<file path="config.mk">
export PLATFORM = sky130hd
export DESIGN_NAME = instr_encoder
export DESIGN_NICKNAME = d
export VERILOG_FILES = /design/src/rtl/instr_encoder.sv
export SDC_FILE = /design/constraint.sdc
export NUM_CORES = 1
export LEC_CHECK = 0
export BUFFER_PORTS_ARGS = -buffer_cell sky130_fd_sc_hd__buf_2
export CORE_ASPECT_RATIO = 1.5
export CORE_MARGIN = 8
export CORE_UTILIZATION = 50
export DETAILED_ROUTE_END_ITERATION = 16
export GPL_TIMING_DRIVEN = 0
export PLACE_DENSITY_LB_ADDON = 0.1
export REMOVE_ABC_BUFFERS = 1
export SLEW_MARGIN = 40
export SYNTH_ARGS = -nofsm -noshare
export SYNTH_HDL_FRONTEND = slang
export SYNTH_SLANG_ARGS = --single-unit
</file>
<file path="constraint.sdc">
create_clock -name clock -period 5.95 [get_ports clock]
set_clock_uncertainty 0.15 [all_clocks]
set_input_delay 0.2975 -clock clock [delete_from_list [all_inputs] [get_ports clock]]
set_output_delay 0.2975 -clock clock [all_outputs]
set_load 0.03 [all_outputs]
</file>
<file path="src/rtl/instr_encoder.sv">
// MIPS instruction encoder: mnemonic + fields -> 32-bit word, queued with an address tag.
// Optional branch delay-slot NOP insertion is enabled by defining ENC_DELAY_SLOT_EN.
module instr_encoder #(
    parameter int unsigned   DEPTH     = 4,
    parameter int unsigned   AW        = 8,
    parameter logic [AW-1:0] BASE_ADDR = '0
) (
    input  logic          clock,
    input  logic          reset_n,
    input  logic          in_valid,
    output logic          in_ready,
    input  logic [4:0]    in_mnem,
    input  logic [4:0]    in_rs,
    input  logic [4:0]    in_rt,
    input  logic [4:0]    in_rd,
    input  logic [15:0]   in_imm,
    input  logic [25:0]   in_target,
    output logic          out_valid,
    input  logic          out_ready,
    output logic [AW-1:0] out_addr,
    output logic [31:0]   out_word,
    output logic          illegal,
    output logic [7:0]    illegal_count,
    input  logic          restart,
    output logic          busy
);
    localparam int unsigned PW = (DEPTH > 1) ? $clog2(DEPTH) : 1;
    localparam int unsigned CW = PW + 1;

`ifdef ENC_DELAY_SLOT_EN
    typedef enum logic [1:0] {StRun, StPad, StDrain} state_e;
`else
    typedef enum logic [1:0] {StRun, StDrain} state_e;
`endif

    state_e          state_q;
    logic            ready_en_q;
    logic [PW-1:0]   wptr_q, rptr_q;
    logic [CW-1:0]   cnt_q;
    logic [AW-1:0]   addr_q;
    logic [31:0]     mem_word [DEPTH];
    logic [AW-1:0]   mem_addr [DEPTH];

    logic        empty, full, accept, push_in, push, pop, reload;
    logic        enc_legal;
    logic [31:0] enc_word, push_word;

    function automatic logic [31:0] rtype(input logic [5:0] fn, input logic [4:0] rs,
                                          input logic [4:0] rt, input logic [4:0] rd);
        return {6'h00, rs, rt, rd, 5'd0, fn};
    endfunction

    function automatic logic [31:0] itype(input logic [5:0] op, input logic [4:0] rs,
                                          input logic [4:0] rt, input logic [15:0] imm);
        return {op, rs, rt, imm};
    endfunction

    always_comb begin
        enc_word  = '0;
        enc_legal = 1'b1;
        case (in_mnem)
            5'd0:  enc_word = rtype(6'h04, in_rs, in_rt, in_rd);
            5'd1:  enc_word = rtype(6'h06, in_rs, in_rt, in_rd);
            5'd2:  enc_word = rtype(6'h07, in_rs, in_rt, in_rd);
            5'd3:  enc_word = rtype(6'h08, in_rs, 5'd0, 5'd0);
            5'd4:  enc_word = rtype(6'h20, in_rs, in_rt, in_rd);
            5'd5:  enc_word = rtype(6'h21, in_rs, in_rt, in_rd);
            5'd6:  enc_word = rtype(6'h22, in_rs, in_rt, in_rd);
            5'd7:  enc_word = rtype(6'h23, in_rs, in_rt, in_rd);
            5'd8:  enc_word = rtype(6'h24, in_rs, in_rt, in_rd);
            5'd9:  enc_word = rtype(6'h25, in_rs, in_rt, in_rd);
            5'd10: enc_word = rtype(6'h26, in_rs, in_rt, in_rd);
            5'd11: enc_word = rtype(6'h27, in_rs, in_rt, in_rd);
            5'd12: enc_word = {6'h02, in_target};
            5'd13: enc_word = itype(6'h04, in_rs, in_rt, in_imm);
            5'd14: enc_word = itype(6'h05, in_rs, in_rt, in_imm);
            5'd15: enc_word = itype(6'h06, in_rs, 5'd0, in_imm);
            5'd16: enc_word = itype(6'h07, in_rs, 5'd0, in_imm);
            5'd17: enc_word = itype(6'h08, in_rs, in_rt, in_imm);
            5'd18: enc_word = itype(6'h09, in_rs, in_rt, in_imm);
            5'd19: enc_word = itype(6'h0C, in_rs, in_rt, in_imm);
            5'd20: enc_word = itype(6'h0D, in_rs, in_rt, in_imm);
            5'd21: enc_word = itype(6'h0E, in_rs, in_rt, in_imm);
            5'd22: enc_word = itype(6'h23, in_rs, in_rt, in_imm);
            5'd23: enc_word = itype(6'h2B, in_rs, in_rt, in_imm);
            default: enc_legal = 1'b0;
        endcase
    end

    assign empty     = (cnt_q == '0);
    assign full      = (cnt_q == CW'(DEPTH));
    assign in_ready  = ready_en_q & (state_q == StRun) & ~full;
    assign accept    = in_valid & in_ready;
    assign push_in   = accept & enc_legal;
    assign out_valid = ~empty;
    assign pop       = out_valid & out_ready;
    assign out_word  = mem_word[rptr_q];
    assign out_addr  = mem_addr[rptr_q];
    assign busy      = ~empty | (state_q != StRun);
    assign reload    = empty & ((state_q == StDrain) |
                                ((state_q == StRun) & restart & ~push_in));

`ifdef ENC_DELAY_SLOT_EN
    logic is_branch, pad_push, pend_q;
    assign is_branch = (in_mnem == 5'd3) | ((in_mnem >= 5'd12) & (in_mnem <= 5'd16));
    assign pad_push  = (state_q == StPad) & ~full;
    assign push      = push_in | pad_push;
    assign push_word = pad_push ? 32'h0 : enc_word;
`else
    assign push      = push_in;
    assign push_word = enc_word;
`endif

    always_ff @(posedge clock) begin
        if (push) begin
            mem_word[wptr_q] <= push_word;
            mem_addr[wptr_q] <= addr_q;
        end
    end

    always_ff @(posedge clock or negedge reset_n) begin
        if (!reset_n) begin
            state_q       <= StRun;
            ready_en_q    <= 1'b0;
            wptr_q        <= '0;
            rptr_q        <= '0;
            cnt_q         <= '0;
            addr_q        <= BASE_ADDR;
            illegal       <= 1'b0;
            illegal_count <= '0;
`ifdef ENC_DELAY_SLOT_EN
            pend_q        <= 1'b0;
`endif
        end else begin
            ready_en_q <= 1'b1;
            illegal    <= accept & ~enc_legal;
            if (accept && !enc_legal && illegal_count != 8'hFF) begin
                illegal_count <= illegal_count + 8'd1;
            end
            if (push) begin
                wptr_q <= wptr_q + PW'(1);
                addr_q <= addr_q + AW'(4);
            end else if (reload) begin
                addr_q <= BASE_ADDR;
            end
            if (pop) rptr_q <= rptr_q + PW'(1);
            if (push && !pop) begin
                cnt_q <= cnt_q + CW'(1);
            end else if (!push && pop) begin
                cnt_q <= cnt_q - CW'(1);
            end
            case (state_q)
                StRun: begin
`ifdef ENC_DELAY_SLOT_EN
                    if (push_in && is_branch) begin
                        state_q <= StPad;
                        pend_q  <= restart;
                    end else
`endif
                    // An accept alongside restart keeps the old address, then drains.
                    if (restart && (!empty || push_in)) state_q <= StDrain;
                end
`ifdef ENC_DELAY_SLOT_EN
                StPad: begin
                    if (!full) begin
                        state_q <= (pend_q || restart) ? StDrain : StRun;
                        pend_q  <= 1'b0;
                    end else if (restart) begin
                        pend_q <= 1'b1;
                    end
                end
`endif
                StDrain: if (empty) state_q <= StRun;
                default: state_q <= StRun;
            endcase
        end
    end
endmodule

</file>
==> results.txt <==
- Mean number of vias per cell: 5.376
- Post-place instance area: 8132 sq um
- Proportion of register bits with asynchronous set or reset after synthesis: 0.1395
- After detailed routing, the average wire length per cell comes to 19.57 microns.
* CORE AREA: 14390 sq um
- Length in cells of the worst reg-to-reg path: 9
- Class of the tightest hold or removal check: input port to flip-flop
- After detailed routing, the number of remaining DRC violations is 0.
- Buffers inserted to repair hold after CTS numbered 2.
- The synthesized design contains 148 enable-type register cells.
- In the global route stage, overall resource usage came out at 0.1628.
- Pin count of the biggest net entering global routing: 33
- Post-synthesis instance total: 408
* Number of global-route vias before repair: 4350
- After clock tree synthesis, the repair step resized 0 gates.
- For this configuration, the core starts out at a cell density of 0.5043.
- The worst path in the final design needs a cycle of 2.600 ns, including I/O delays and setup.
* Max-cap viol count: 0
* Most used flip-flop cell after synthesis: sky130_fd_sc_hd__edfxtp_1
* Clock Pin Slew Worst Setup and Hold Paths: 0.07 ns
* DP Wirelength: 9755 microns
- CTS saw 172 sinks.
- The H-tree was split into 4 levels.
- Sort of element at the end of the critical path: output port
- For this design the top-level I/O count stands at 119.
- Max-slew violations: 0
- The first global-routing pass estimated 22680 microns of wire.
- Critical path fanouts, max: 20
- The die covers 18710 sq um.
* Synth-to-layout area growth: 20.55%
- Counting flops and latches in the post-synthesis netlist gives 172.
- Measured along the x axis, the die boundary spans 114.4 microns.
* Worst hold path cell count: 2
* RSZ-0062 raised after global routing: no
- Req. time, crit path: 5.50 ns
- Clock tree synthesis selected as its root buffer the cell sky130_fd_sc_hd__clkbuf_16.
- Count of standard-cell rows: 54
- Power spread over the standard cell area amounts to 421.1 nW/um^2.
* Total of buffers placed on input and output ports: 115
- Count of routing violations after the opening detailed-route iteration: 231
- Share of the clock period used by the worst path: 0.4370
- Mean cell area of the mapped netlist: 17.79 sq um
* Maximum count of clock buffers along a single path: 2
- Via count: 3978
- The Yosys step of the flow raised 0 warnings.
- In this run the remaining antenna-violating nets after routing total 0.
* TritonCTS Buffers: 17
- Max frequency: 0.3846 GHz
- CTS tree: yes
* Startpoint type of the worst setup path: flip-flop
- Setup violations remaining at the end of the flow were counted as 0.
* Final TNS setup: 0 ns
- Drt total wl: 14480 microns
- Fin. Hold Viols: 0
- Summed instance area of the synthesized netlist: 7258 sq um
* Layout net count: 605
* Final global-route overflow total: 0
- First-pass iteration count of the detailed router: 5
- Of the cells placed in the final design, the portion with a size suffix greater than 1 is 0.4015.
* Sequential fraction of the synthesis area: 0.6951
* Distinct cell type count of the synthesized netlist: 55
- Routability-driven placement finished with a final weighted congestion of 0.7864.
- Leakage Power: 3.267 nW
- At the worst endpoint, the arrival time is 2.15 ns.
* Post-route standard cell area excluding fillers: 8750 sq um
- Post-CTS timing repair inserted 0 buffers for setup.
- Die height: 163.6 microns
* Crit path kind: flip-flop to output port
- The worst pin sits at a relative slew slack of 0.4480.
- Clock latency on the worst-skew pair: 0.42 ns
- Number of antenna violations at the first check in global routing: 1
- Pin slew with the least headroom to its limit: 0.8230 ns
- Result of the run: complete, no violations
- The worst-case IR drop observed on VDD is 303.1 uV.
==> cell families after synthesis <==
logic type	after synthesis	synth area share
adders and majority gates	8	0.01482
other	2	0.001035
muxes	41	0.1219
xor gates and xnor gates	14	0.01689
AOI/OAI and AO/OA	60	0.06447
and+or+nand+nor	77	0.06378
DFF	172	0.6951
buffers and inverters	34	0.02207
==> metal layers <==
layer | global-route usage | share of wire
met4 | 0.05653 | 0.013
met5 | 0 | 0.00062
met2 | 0.2864 | 0.54
met3 | 0.05551 | 0.059
met1 | 0.1787 | 0.39
==> through the flow <==
step / power, mW / util / hold WS (ns) / setup slack (ns) / instances
3_5_place_dp: 2.637 / 0.5650 / 0.1697 / 3.430 / 705
2_1_floorplan: 2.284 / - / -0.1481 / 3.138 / 387
6_report: 3.684 / 0.6080 / 0.09151 / 3.350 / 740
5_1_grt: 3.841 / 0.6078 / 0.07157 / 3.219 / 739
3_3_place_gp: 2.600 / 0.5536 / 0.1646 / 2.315 / 698
4_1_cts: 3.736 / 0.6078 / 0.07439 / 3.266 / 739
==> cells in the final DEF (no fill, tap or decap), types with 7 or more instances in the layout <==
master / Yosys / routed
sky130_fd_sc_hd__edfxtp_1: 148 / 148
sky130_fd_sc_hd__buf_2: 14 / 115
sky130_fd_sc_hd__mux4_2: 37 / 37
sky130_fd_sc_hd__nand2_1: 23 / 23
sky130_fd_sc_hd__dfrtp_1: 24 / 22
sky130_fd_sc_hd__a22o_1: 17 / 17
sky130_fd_sc_hd__clkbuf_16: 0 / 17
sky130_fd_sc_hd__inv_1: 10 / 10
sky130_fd_sc_hd__nor2_1: 10 / 10
sky130_fd_sc_hd__xor2_1: 9 / 9
sky130_fd_sc_hd__o21ai_0: 8 / 8
sky130_fd_sc_hd__a21oi_1: 7 / 7
sky130_fd_sc_hd__ha_1: 7 / 7
==> cell usage after synthesis (3+ instances only) <==
master,n,area [sq um]
sky130_fd_sc_hd__edfxtp_1,148,4444
sky130_fd_sc_hd__mux4_2,37,833.3
sky130_fd_sc_hd__dfrtp_1,24,600.6
sky130_fd_sc_hd__nand2_1,23,86.33
sky130_fd_sc_hd__a22o_1,17,148.9
sky130_fd_sc_hd__buf_2,14,70.07
sky130_fd_sc_hd__inv_1,10,37.54
sky130_fd_sc_hd__nor2_1,10,37.54
sky130_fd_sc_hd__xor2_1,9,78.83
sky130_fd_sc_hd__and2_1,8,50.05
sky130_fd_sc_hd__o21ai_0,8,40.04
sky130_fd_sc_hd__a21oi_1,7,35.03
sky130_fd_sc_hd__ha_1,7,87.58
sky130_fd_sc_hd__a221o_1,5,50.05
sky130_fd_sc_hd__clkbuf_1,5,18.77
sky130_fd_sc_hd__nand2b_1,5,31.28
sky130_fd_sc_hd__nand3_1,5,25.02
sky130_fd_sc_hd__nor3_1,5,25.02
sky130_fd_sc_hd__xnor2_1,5,43.79
sky130_fd_sc_hd__a21o_1,4,30.03
sky130_fd_sc_hd__buf_4,4,30.03
sky130_fd_sc_hd__o22ai_1,3,18.77
sky130_fd_sc_hd__o31ai_1,3,22.52
sky130_fd_sc_hd__or2_2,3,18.77
==> critical path, cell delays in order, from the launching register on <==
cell and delay, ns:
sky130_fd_sc_hd__dfrtp_4 0.69, sky130_fd_sc_hd__buf_12 0.27, sky130_fd_sc_hd__mux4_2 0.57, sky130_fd_sc_hd__buf_2 0.20
==> registers in the layout, indices dropped and copies added, names as in the netlist <==
signal and cells:
state_q 1, ready_en_q 1, illegal 1, rptr_q 2, illegal_count 8, mem_addr 24, wptr_q 2, mem_word 124
addr_q 6, cnt_q 3
==> power breakdown <==
part           internal [mW]  switching [mW]
Combinational          0.445           0.633
Sequential              1.40           0.102
Clock                  0.602           0.500
==> final cells by class <==
type / instances / area [sq um]
antenna: 1 / 2.502
clock buffer: 17 / 425.4
clock inverter: 15 / 170.2
fill: 1127 / 5642
inverter: 11 / 41.29
multi-input combinational: 204 / 2086
sequential: 172 / 5052
tap: 196 / 245.2
timing repair buffer: 124 / 726.9
==> path summary, 6_finish.rpt <==
check | from | slack [ns] | end
worst max-delay path | rptr_q[0] | 3.35 | out_word[27]
worst min-delay path | in_rs[0] | 0.09 | mem_word[3][21]
worst max register to register | cnt_q[1] | 3.43 | cnt_q[2]
worst min register to register | cnt_q[2] | 0.34 | cnt_q[2]
max in group asynchronous | reset_n | 4.98 | rptr_q[0]
min in group asynchronous | reset_n | 0.24 | addr_q[6]
No activity file was read; power rests on OpenSTA's default activity.
